==> src/rtl/bram_mover_pkg.sv <==
// +--------------------------------------------------------------------------+
// | bram_mover_pkg : shared constants and FSM state type for bram_mover      |
// | Rev 1.0                                                                  |
// +--------------------------------------------------------------------------+
`default_nettype none

package bram_mover_pkg;

  localparam int WORD_BYTES  = 4;
  localparam int BRAM_RD_LAT = 2;
  localparam int LEN_W       = 14;

  typedef enum logic [2:0] {
    IDLE = 3'd0,
    RD   = 3'd1,
    WAIT = 3'd2,
    CAP  = 3'd3,
    WR   = 3'd4,
    FIN  = 3'd5
  } state_e;

endpackage

`default_nettype wire

==> src/rtl/bram_mover_if.sv <==
// +--------------------------------------------------------------------------+
// | bram_mover_if : 32-bit byte-addressed BRAM port (initiator/target views) |
// | Rev 1.0                                                                  |
// +--------------------------------------------------------------------------+
`default_nettype none

interface bram_mover_if #(
  parameter int ADDR_W = 15
) ();

  logic [ADDR_W-1:0] BRAM_ADDR;
  logic [31:0]       BRAM_WRDATA;
  logic [31:0]       BRAM_RDDATA;
  logic              BRAM_EN;
  logic [3:0]        BRAM_WE;

  modport master (
    output BRAM_ADDR,
    output BRAM_WRDATA,
    output BRAM_EN,
    output BRAM_WE,
    input  BRAM_RDDATA
  );

  modport slave (
    input  BRAM_ADDR,
    input  BRAM_WRDATA,
    input  BRAM_EN,
    input  BRAM_WE,
    output BRAM_RDDATA
  );

endinterface

`default_nettype wire

==> src/rtl/bram_mover.sv <==
// +--------------------------------------------------------------------------+
// | bram_mover : reads LEN words from SRC, adds ADD_VAL, writes them to DST. |
// | Optional chksum output enabled by macro BRAM_MOVER_CHKSUM_EN.            |
// | Rev 1.0                                                                  |
// +--------------------------------------------------------------------------+
`default_nettype none

module bram_mover
  import bram_mover_pkg::*;
#(
  parameter int          BRAM_ADDR_WIDTH = 15,
  parameter logic [31:0] ADD_VAL         = 32'd1
) (
  input  wire logic                       BRAM_CLK,
  input  wire logic                       BRAM_RST,
  input  wire logic                       start,
  input  wire logic [BRAM_ADDR_WIDTH-1:0] src_base,
  input  wire logic [BRAM_ADDR_WIDTH-1:0] dst_base,
  input  wire logic [LEN_W-1:0]           len,
  output logic                            busy,
  output logic                            done,
  bram_mover_if.master                    bram
`ifdef BRAM_MOVER_CHKSUM_EN
  ,output logic [31:0]                    chksum
`endif
);

  localparam logic [BRAM_ADDR_WIDTH-1:0] STEP  = BRAM_ADDR_WIDTH'(WORD_BYTES);
  localparam logic [BRAM_ADDR_WIDTH-1:0] ALIGN = ~BRAM_ADDR_WIDTH'(WORD_BYTES - 1);

  state_e                     state_q, state_d;
  logic [BRAM_ADDR_WIDTH-1:0] src_q, src_d;
  logic [BRAM_ADDR_WIDTH-1:0] dst_q, dst_d;
  logic [LEN_W-1:0]           cnt_q, cnt_d;
  logic [31:0]                data_q, data_d;
  logic                       busy_q, busy_d;
  logic                       done_q, done_d;
  logic                       armed_q;
  logic [31:0]                chk_q, chk_d;

  logic [BRAM_ADDR_WIDTH-1:0] bram_addr;
  logic [31:0]                bram_wrdata;
  logic                       bram_en;
  logic [3:0]                 bram_we;

  // armed_q stays low for the first edge after reset release, so a start
  // coinciding with deassertion is never accepted.
  always_ff @(posedge BRAM_CLK or posedge BRAM_RST) begin
    if (BRAM_RST) begin
      state_q <= IDLE;
      src_q   <= '0;
      dst_q   <= '0;
      cnt_q   <= '0;
      data_q  <= '0;
      busy_q  <= 1'b0;
      done_q  <= 1'b0;
      armed_q <= 1'b0;
      chk_q   <= '0;
    end else begin
      state_q <= state_d;
      src_q   <= src_d;
      dst_q   <= dst_d;
      cnt_q   <= cnt_d;
      data_q  <= data_d;
      busy_q  <= busy_d;
      done_q  <= done_d;
      armed_q <= 1'b1;
      chk_q   <= chk_d;
    end
  end

  always_comb begin
    state_d     = state_q;
    src_d       = src_q;
    dst_d       = dst_q;
    cnt_d       = cnt_q;
    data_d      = data_q;
    busy_d      = busy_q;
    done_d      = done_q;
    chk_d       = chk_q;
    bram_addr   = '0;
    bram_wrdata = '0;
    bram_en     = 1'b0;
    bram_we     = 4'h0;

    case (state_q)
      IDLE: begin
        if (start && armed_q) begin
          src_d   = src_base & ALIGN;
          dst_d   = dst_base & ALIGN;
          cnt_d   = len;
          done_d  = 1'b0;
          busy_d  = 1'b1;
          chk_d   = '0;
          state_d = (len == '0) ? FIN : RD;
        end
      end
      RD: begin
        bram_addr = src_q;
        bram_en   = 1'b1;
        state_d   = WAIT;
      end
      // Address held a second cycle to honour the two-cycle read latency.
      WAIT: begin
        bram_addr = src_q;
        bram_en   = 1'b1;
        state_d   = CAP;
      end
      CAP: begin
        data_d  = bram.BRAM_RDDATA + ADD_VAL;
        chk_d   = chk_q + bram.BRAM_RDDATA;
        state_d = WR;
      end
      WR: begin
        bram_addr   = dst_q;
        bram_en     = 1'b1;
        bram_we     = 4'hF;
        bram_wrdata = data_q;
        src_d       = src_q + STEP;
        dst_d       = dst_q + STEP;
        cnt_d       = cnt_q - 1'b1;
        state_d     = (cnt_q == LEN_W'(1)) ? FIN : RD;
      end
      FIN: begin
        done_d  = 1'b1;
        busy_d  = 1'b0;
        state_d = IDLE;
      end
      default: state_d = IDLE;
    endcase
  end

  assign bram.BRAM_ADDR   = bram_addr;
  assign bram.BRAM_WRDATA = bram_wrdata;
  assign bram.BRAM_EN     = bram_en;
  assign bram.BRAM_WE     = bram_we;
  assign busy             = busy_q;
  assign done             = done_q;

`ifdef BRAM_MOVER_CHKSUM_EN
  assign chksum = chk_q;
`else
  logic chk_unused;
  assign chk_unused = ^chk_q;
`endif

endmodule

`default_nettype wire

==> src/flat_wrapper.sv <==
// flat-port wrapper written by rule: the top's interface ports become plain ports
module bram_mover_flat import bram_mover_pkg::*;
#(
  parameter int          BRAM_ADDR_WIDTH = 15,
  parameter logic [31:0] ADD_VAL         = 32'd1
)
  (BRAM_CLK, BRAM_RST, start, src_base, dst_base, len, busy, done, bram_BRAM_ADDR, bram_BRAM_WRDATA, bram_BRAM_EN, bram_BRAM_WE, bram_BRAM_RDDATA);
  bram_mover_if #(.ADDR_W((15))) bram_i ();
  input  wire logic BRAM_CLK;
  input  wire logic BRAM_RST;
  input  wire logic start;
  input  wire logic [BRAM_ADDR_WIDTH-1:0] src_base;
  input  wire logic [BRAM_ADDR_WIDTH-1:0] dst_base;
  input  wire logic [LEN_W-1:0] len;
  output logic busy;
  output logic done;
  output wire logic [$bits(bram_i.BRAM_ADDR)-1:0] bram_BRAM_ADDR;
  output wire logic [$bits(bram_i.BRAM_WRDATA)-1:0] bram_BRAM_WRDATA;
  output wire logic [$bits(bram_i.BRAM_EN)-1:0] bram_BRAM_EN;
  output wire logic [$bits(bram_i.BRAM_WE)-1:0] bram_BRAM_WE;
  input wire logic [$bits(bram_i.BRAM_RDDATA)-1:0] bram_BRAM_RDDATA;
  assign bram_BRAM_ADDR = bram_i.BRAM_ADDR;
  assign bram_BRAM_WRDATA = bram_i.BRAM_WRDATA;
  assign bram_BRAM_EN = bram_i.BRAM_EN;
  assign bram_BRAM_WE = bram_i.BRAM_WE;
  assign bram_i.BRAM_RDDATA = bram_BRAM_RDDATA;
  bram_mover #(.BRAM_ADDR_WIDTH(BRAM_ADDR_WIDTH), .ADD_VAL(ADD_VAL)) u_core (.BRAM_CLK(BRAM_CLK), .BRAM_RST(BRAM_RST), .start(start), .src_base(src_base), .dst_base(dst_base), .len(len), .busy(busy), .done(done), .bram(bram_i));
endmodule
==> config.mk <==
export PLATFORM = sky130hd
export DESIGN_NAME = bram_mover_flat
export DESIGN_NICKNAME = d
export VERILOG_FILES = /design/src/rtl/bram_mover_pkg.sv /design/src/rtl/bram_mover_if.sv /design/src/rtl/bram_mover.sv /design/src/flat_wrapper.sv
export SDC_FILE = /design/constraint.sdc
export NUM_CORES = 1
export LEC_CHECK = 0
export ABC_CLOCK_PERIOD_IN_PS = 7700
export CAP_MARGIN = 5
export CELL_PAD_IN_SITES_DETAIL_PLACEMENT = 1
export CELL_PAD_IN_SITES_GLOBAL_PLACEMENT = 2
export CORE_ASPECT_RATIO = 1.25
export CORE_MARGIN = 4
export CORE_UTILIZATION = 30
export CTS_CLUSTER_DIAMETER = 50
export DETAILED_ROUTE_END_ITERATION = 10
export HOLD_SLACK_MARGIN = 0.08
export PLACE_DENSITY_LB_ADDON = 0.05
export SKIP_LAST_GASP = 1
export SYNTH_ARGS = -nofsm -noshare
export SYNTH_HDL_FRONTEND = slang
export SYNTH_SLANG_ARGS = --single-unit
==> constraint.sdc <==
create_clock -name BRAM_CLK -period 7.7 [get_ports BRAM_CLK]
set_clock_uncertainty 0.1 [all_clocks]
set_input_delay 1.155 -clock BRAM_CLK [delete_from_list [all_inputs] [get_ports BRAM_CLK]]
set_output_delay 1.155 -clock BRAM_CLK [all_outputs]
set_load 0.02 [all_outputs]
Word level (Yosys, flattened, before mapping)
Cells that the tools add are included.
Word-level totals
  register bits: 82
  logic and storage cells: 46
  output and inout bits: 54
  input port bits: 79
Operators by class
  equal/unequal tests: 7
  add/sub/neg operators: 4
  muxes and demuxes: 18
  reductions and logical operators: 9
Operators by type and width (number)
  15-bit case mux with 2 select lines: 3
  32-bit by 1-bit adder with 32-bit output (second input constant): 1
  32-bit two-way mux: 1
  15-bit by 3-bit adder with 15-bit output (second input constant): 2
  15-bit two-way mux: 2
  14-bit case mux with 2 select lines: 1
  3-bit case mux with 5 select lines: 1
  14-bit by 1-bit == test with 1-bit output (second input constant): 1
  14-bit zero test: 1
  14-bit two-way mux: 1
  14-bit by 1-bit subtractor with 14-bit output (second input constant): 1
  3-bit two-way mux: 3
  3-bit by 2-bit == test with 1-bit output (second input constant): 2
  3-bit == test (second input constant): 2
  4-bit two-way mux: 1
  1-bit case mux with 2 select lines: 2
  2-bit AND reduction: 2
  2-bit nonzero test: 2
  3-bit by 1-bit == test with 1-bit output (second input constant): 1
  3-bit zero test: 1
  1-bit two-way mux: 3
  3-bit OR reduction: 1
  2-bit by 1-bit inequality test with 1-bit output (second input constant): 1
  2-bit OR reduction: 1
  1-bit logical AND: 1

Depth between registers and ports, before layout
  depth after elaboration: 4
  mapped depth: 10
  depth with buffers taken out: 7

Worst setup path after synthesis
Ideal clock, no wire load.
  kind: register to output
  start: register u_core.state_q[1]
  end: output port bram_BRAM_WRDATA[10]
  stages on the path, launching flop included: 9
  setup slack: 4.831 ns
  path buffers: 4
  data arrival time: 1.614 ns
  required time: 6.445 ns
  path through: dfrtp_1 buf_6 nor2_8 nand2_4 clkinv_2 buf_4 clkbuf_1 clkbuf_1 and2_1
On the way
  cells in the longest elaborated chain, start to end: 2
RTL lines
  start: declaration: RTL line bram_mover.sv:31  | state_e state_q, state_d;
  start signal: assignment: RTL line bram_mover.sv:60  | state_q <= state_d;
  3-bit == test: RTL line bram_mover.sv:86  | case (state_q)
  32-bit two-way mux: RTL line bram_mover.sv:86
  end: declaration: RTL line flat_wrapper.sv:18  | output wire logic [$bits(bram_i.BRAM_WRDATA)-1:0] bram_BRAM_WRDATA;
Every way passes these cells.

Worst setup path after layout
  start: register u_core.state_q[1]
  end: output port bram_BRAM_ADDR[13]
On the way
  cells in the longest elaborated chain, start to end: 3
  elaborated cells between the ends (all ways): 5
  those cells by class: eq/ne (3); mux (1); reduce/logical (1)
RTL lines
  3-bit by 1-bit == test with 1-bit output / 3-bit by 2-bit == test with 1-bit output (equally long branches): RTL line bram_mover.sv:86
  2-bit OR reduction (no source line)
  15-bit case mux with 2 select lines *: RTL line bram_mover.sv:86
  end: declaration: RTL line flat_wrapper.sv:17  | output wire logic [$bits(bram_i.BRAM_ADDR)-1:0] bram_BRAM_ADDR;
Mark *: on every way between the ends. The rest lies on a longest branch, timed or not.

==> flow_summary.ini <==
[global_route]
grt_use_met3_pct = 4.301
use_met2_pct = 28.93
track_usage_pct = 17.21
grt_util_met1_pct = 21.63
grt_overflow_total = 0
grt_max_degree = 79
grt_pass1_vias = 4679
grt.busiest_layer = met2
antenna_found_initial = 0
grt_pass1_wl_um = 24310

[cts]
cts-resized-gates = 0
cts.sink_count = 78
cts_buffers = 9
htree_levels = 3
cts_tree = yes
cts_max_path_buffers = 2
clk_pin_slew_ns = 0.06
root_buffer = clkbuf_16
clkLatencyLatePin_ns = 0.34
cts_hold_buffers = 0
post_cts_buffers = 0

[finish]
antenna_cells = 0
finalNetCount = 726
layout_commonest_cell = clkdlybuf4s50_1
stdcell_count = 828
syn2layout_area_growth_pct = 36.13
drive_gt1_share_pct = 5.108
final_cell_mix = clkdlybuf4s50_1 (126), dfrtp_1 (78), nand2_1 (73), nor2_1 (47), o21ai_0 (43)
fin_area_sq_mm = 0.006246

[power_and_ir_drop]
powerDensity_mw_per_mm2 = 149.0
ir_drop_mv = 0.08341
leakage_nw = 2.482

[yosys]
synth_area_sq_mm = 0.004588
syn_avg_cell_area_sq_um = 8.560
ys_ff_latch = 78
ys_async_sr_fraction_pct = 100.0
ys.flop_type = dfrtp_1
synth-edff-count = 0
ys_types = 46
netlist_instances = 536
yosysSeqAreaShare_pct = 42.54
yosysWarnings = 0

[timing]
slew-limit-headroom_pct = 26.93
rsz0062_at_grt = no
worst_pin_slew_ns = 1.095
min_period_ns = 4.350
min_period_over_period_pct = 56.50
holdWs_ns = 0.3725
fmax_mhz = 229.9
tns_ns = 0
hold_viol = 0
drv_slew = 0
setup_viol = 0

[floorplanning]
die-area_sq_mm = 0.01735
ios = 133
start_util_pct = 30.56
fp.dieH_um = 146.3
core_area_sq_mm = 0.01501
chipWidth_um = 118.6
rows = 50

[routing]
drt_iter0_drc = 164
wirelength_um = 14730
route.detailed.drc = 0
vias = 4379
routed_via_density = 5.289
avgRoutedWirePerCell_um = 17.79
first_pass_iters = 4
postRouteAntennaNets = 0

[placement]
placed_area_sq_mm = 0.005957
routabilityCongestion = 0.7813
dp.cells = 813
dp_hpwl_um = 10380
port_buffers = 126

[worst_setup_path]
path_max_fanout = 69
endpoint_kind = output pin
crit_arrival_ns = 3.10
critPathLaunchType = flop
required_ns = 6.44
crit_type = flop to output pin

[hold_path]
hp-class = flop to flop

[flow_run]
maxCapViolCount = 0

[outcome]
outcome = finished clean
==> flip-flops by register name (all words and copies together), names as in the netlist <==
signal and count:
u_core.src_q 13, u_core.data_q 32, u_core.cnt_q 14, u_core.dst_q 13
u_core.state_q 3, u_core.armed_q 1, u_core.done 1, u_core.busy 1
==> cells by family (layout without fill, tap and decap cells) <==
group           Yosys count  in the layout  share of synthesized area [%]
fa+ha+maj                 5              5                          1.364
xor+xnor                 32             32                          6.109
simple gates            259            259                          28.63
flops                    78             78                          42.54
other cells               2              3                         0.1637
compound gates          114            114                          16.39
mux                       1              1                         0.2454
buf+inv                  45            154                          4.554
==> metrics by stage <==
| step | utilization [%] | power [mW] | setup WS, ns |
|---|---|---|---|
| finish | 41.60 | 0.9307 | 3.350 |
| global route | 41.60 | 0.9740 | 3.144 |
| CTS | 41.60 | 0.9488 | 3.342 |
| detailed placement | 39.68 | 0.5089 | 3.722 |
| global placement | 39.68 | 0.5073 | 3.760 |
| floorplan | - | 0.4542 | 4.450 |
==> worst max-delay path, stage by stage (launching register included) <==
cell and delay (ns):
dfrtp_1 0.63, nor2_8 0.10, nand2_4 0.18, clkinv_2 0.73
a22o_1 0.52, clkdlybuf4s50_1 0.54
==> where the power goes <==
part / switching [mW] / internal, mW / total [mW]
Sequential: 0.00451 / 0.420 / 0.424
Combinational: 0.0325 / 0.0432 / 0.0756
Clock: 0.175 / 0.256 / 0.431
Total: 0.212 / 0.719 / 0.931
==> area by class of cell <==
type	count	area [sq um]
clock buffers	10	239.0
clock inverters	5	50.05
fillers	1772	8768
inverters	9	36.28
multi-input cells	414	2450
flip-flops and latches	78	1952
well taps	182	227.7
repair buffers	130	1291
==> synthesized netlist by cell type, types with 6 or more instances <==
cell type / instances / area [sq um]
a211oi_1: 13 / 97.59
nor2_1: 47 / 176.4
dfrtp_1: 78 / 1952
and4_1: 7 / 61.31
xor2_1: 26 / 227.7
nand4_1: 22 / 137.6
and2_1: 34 / 212.7
nor3_1: 13 / 65.06
clkbuf_1: 24 / 90.09
buf_4: 7 / 52.55
inv_1: 8 / 30.03
a21oi_1: 13 / 65.06
a22o_1: 11 / 96.34
o211ai_1: 11 / 82.58
o21ai_0: 43 / 215.2
xnor2_1: 6 / 52.55
nand2_1: 73 / 274.0
o311ai_0: 6 / 52.55
and3_1: 11 / 68.82
nand3_1: 33 / 165.2
==> path summary, 6_finish.rpt <==
path / startpoint / endpoint / slack, ns / cells past startpoint
max in group asynchronous: BRAM_RST / u_core.src_q[4] / 5.44 / 3
setup / recovery: u_core.state_q[1] / bram_BRAM_ADDR[13] / 3.35 / 5
hold / removal: u_core.data_q[21] / u_core.data_q[21] / 0.37 / 2
min in group asynchronous: BRAM_RST / u_core.cnt_q[2] / 1.37 / 3
hold reg to reg: u_core.data_q[21] / u_core.data_q[21] / 0.37 / 2
setup reg to reg: u_core.state_q[1] / u_core.src_q[13] / 4.55 / 7
==> metal layers <==
layer	part of all wire, %	vias to the layer above
met5	0	-
met2	49	99
li1	-	2118
met1	45	2147
met4	1.6	0
met3	4.8	15
Note: power is estimated with default switching activity, not from simulation.
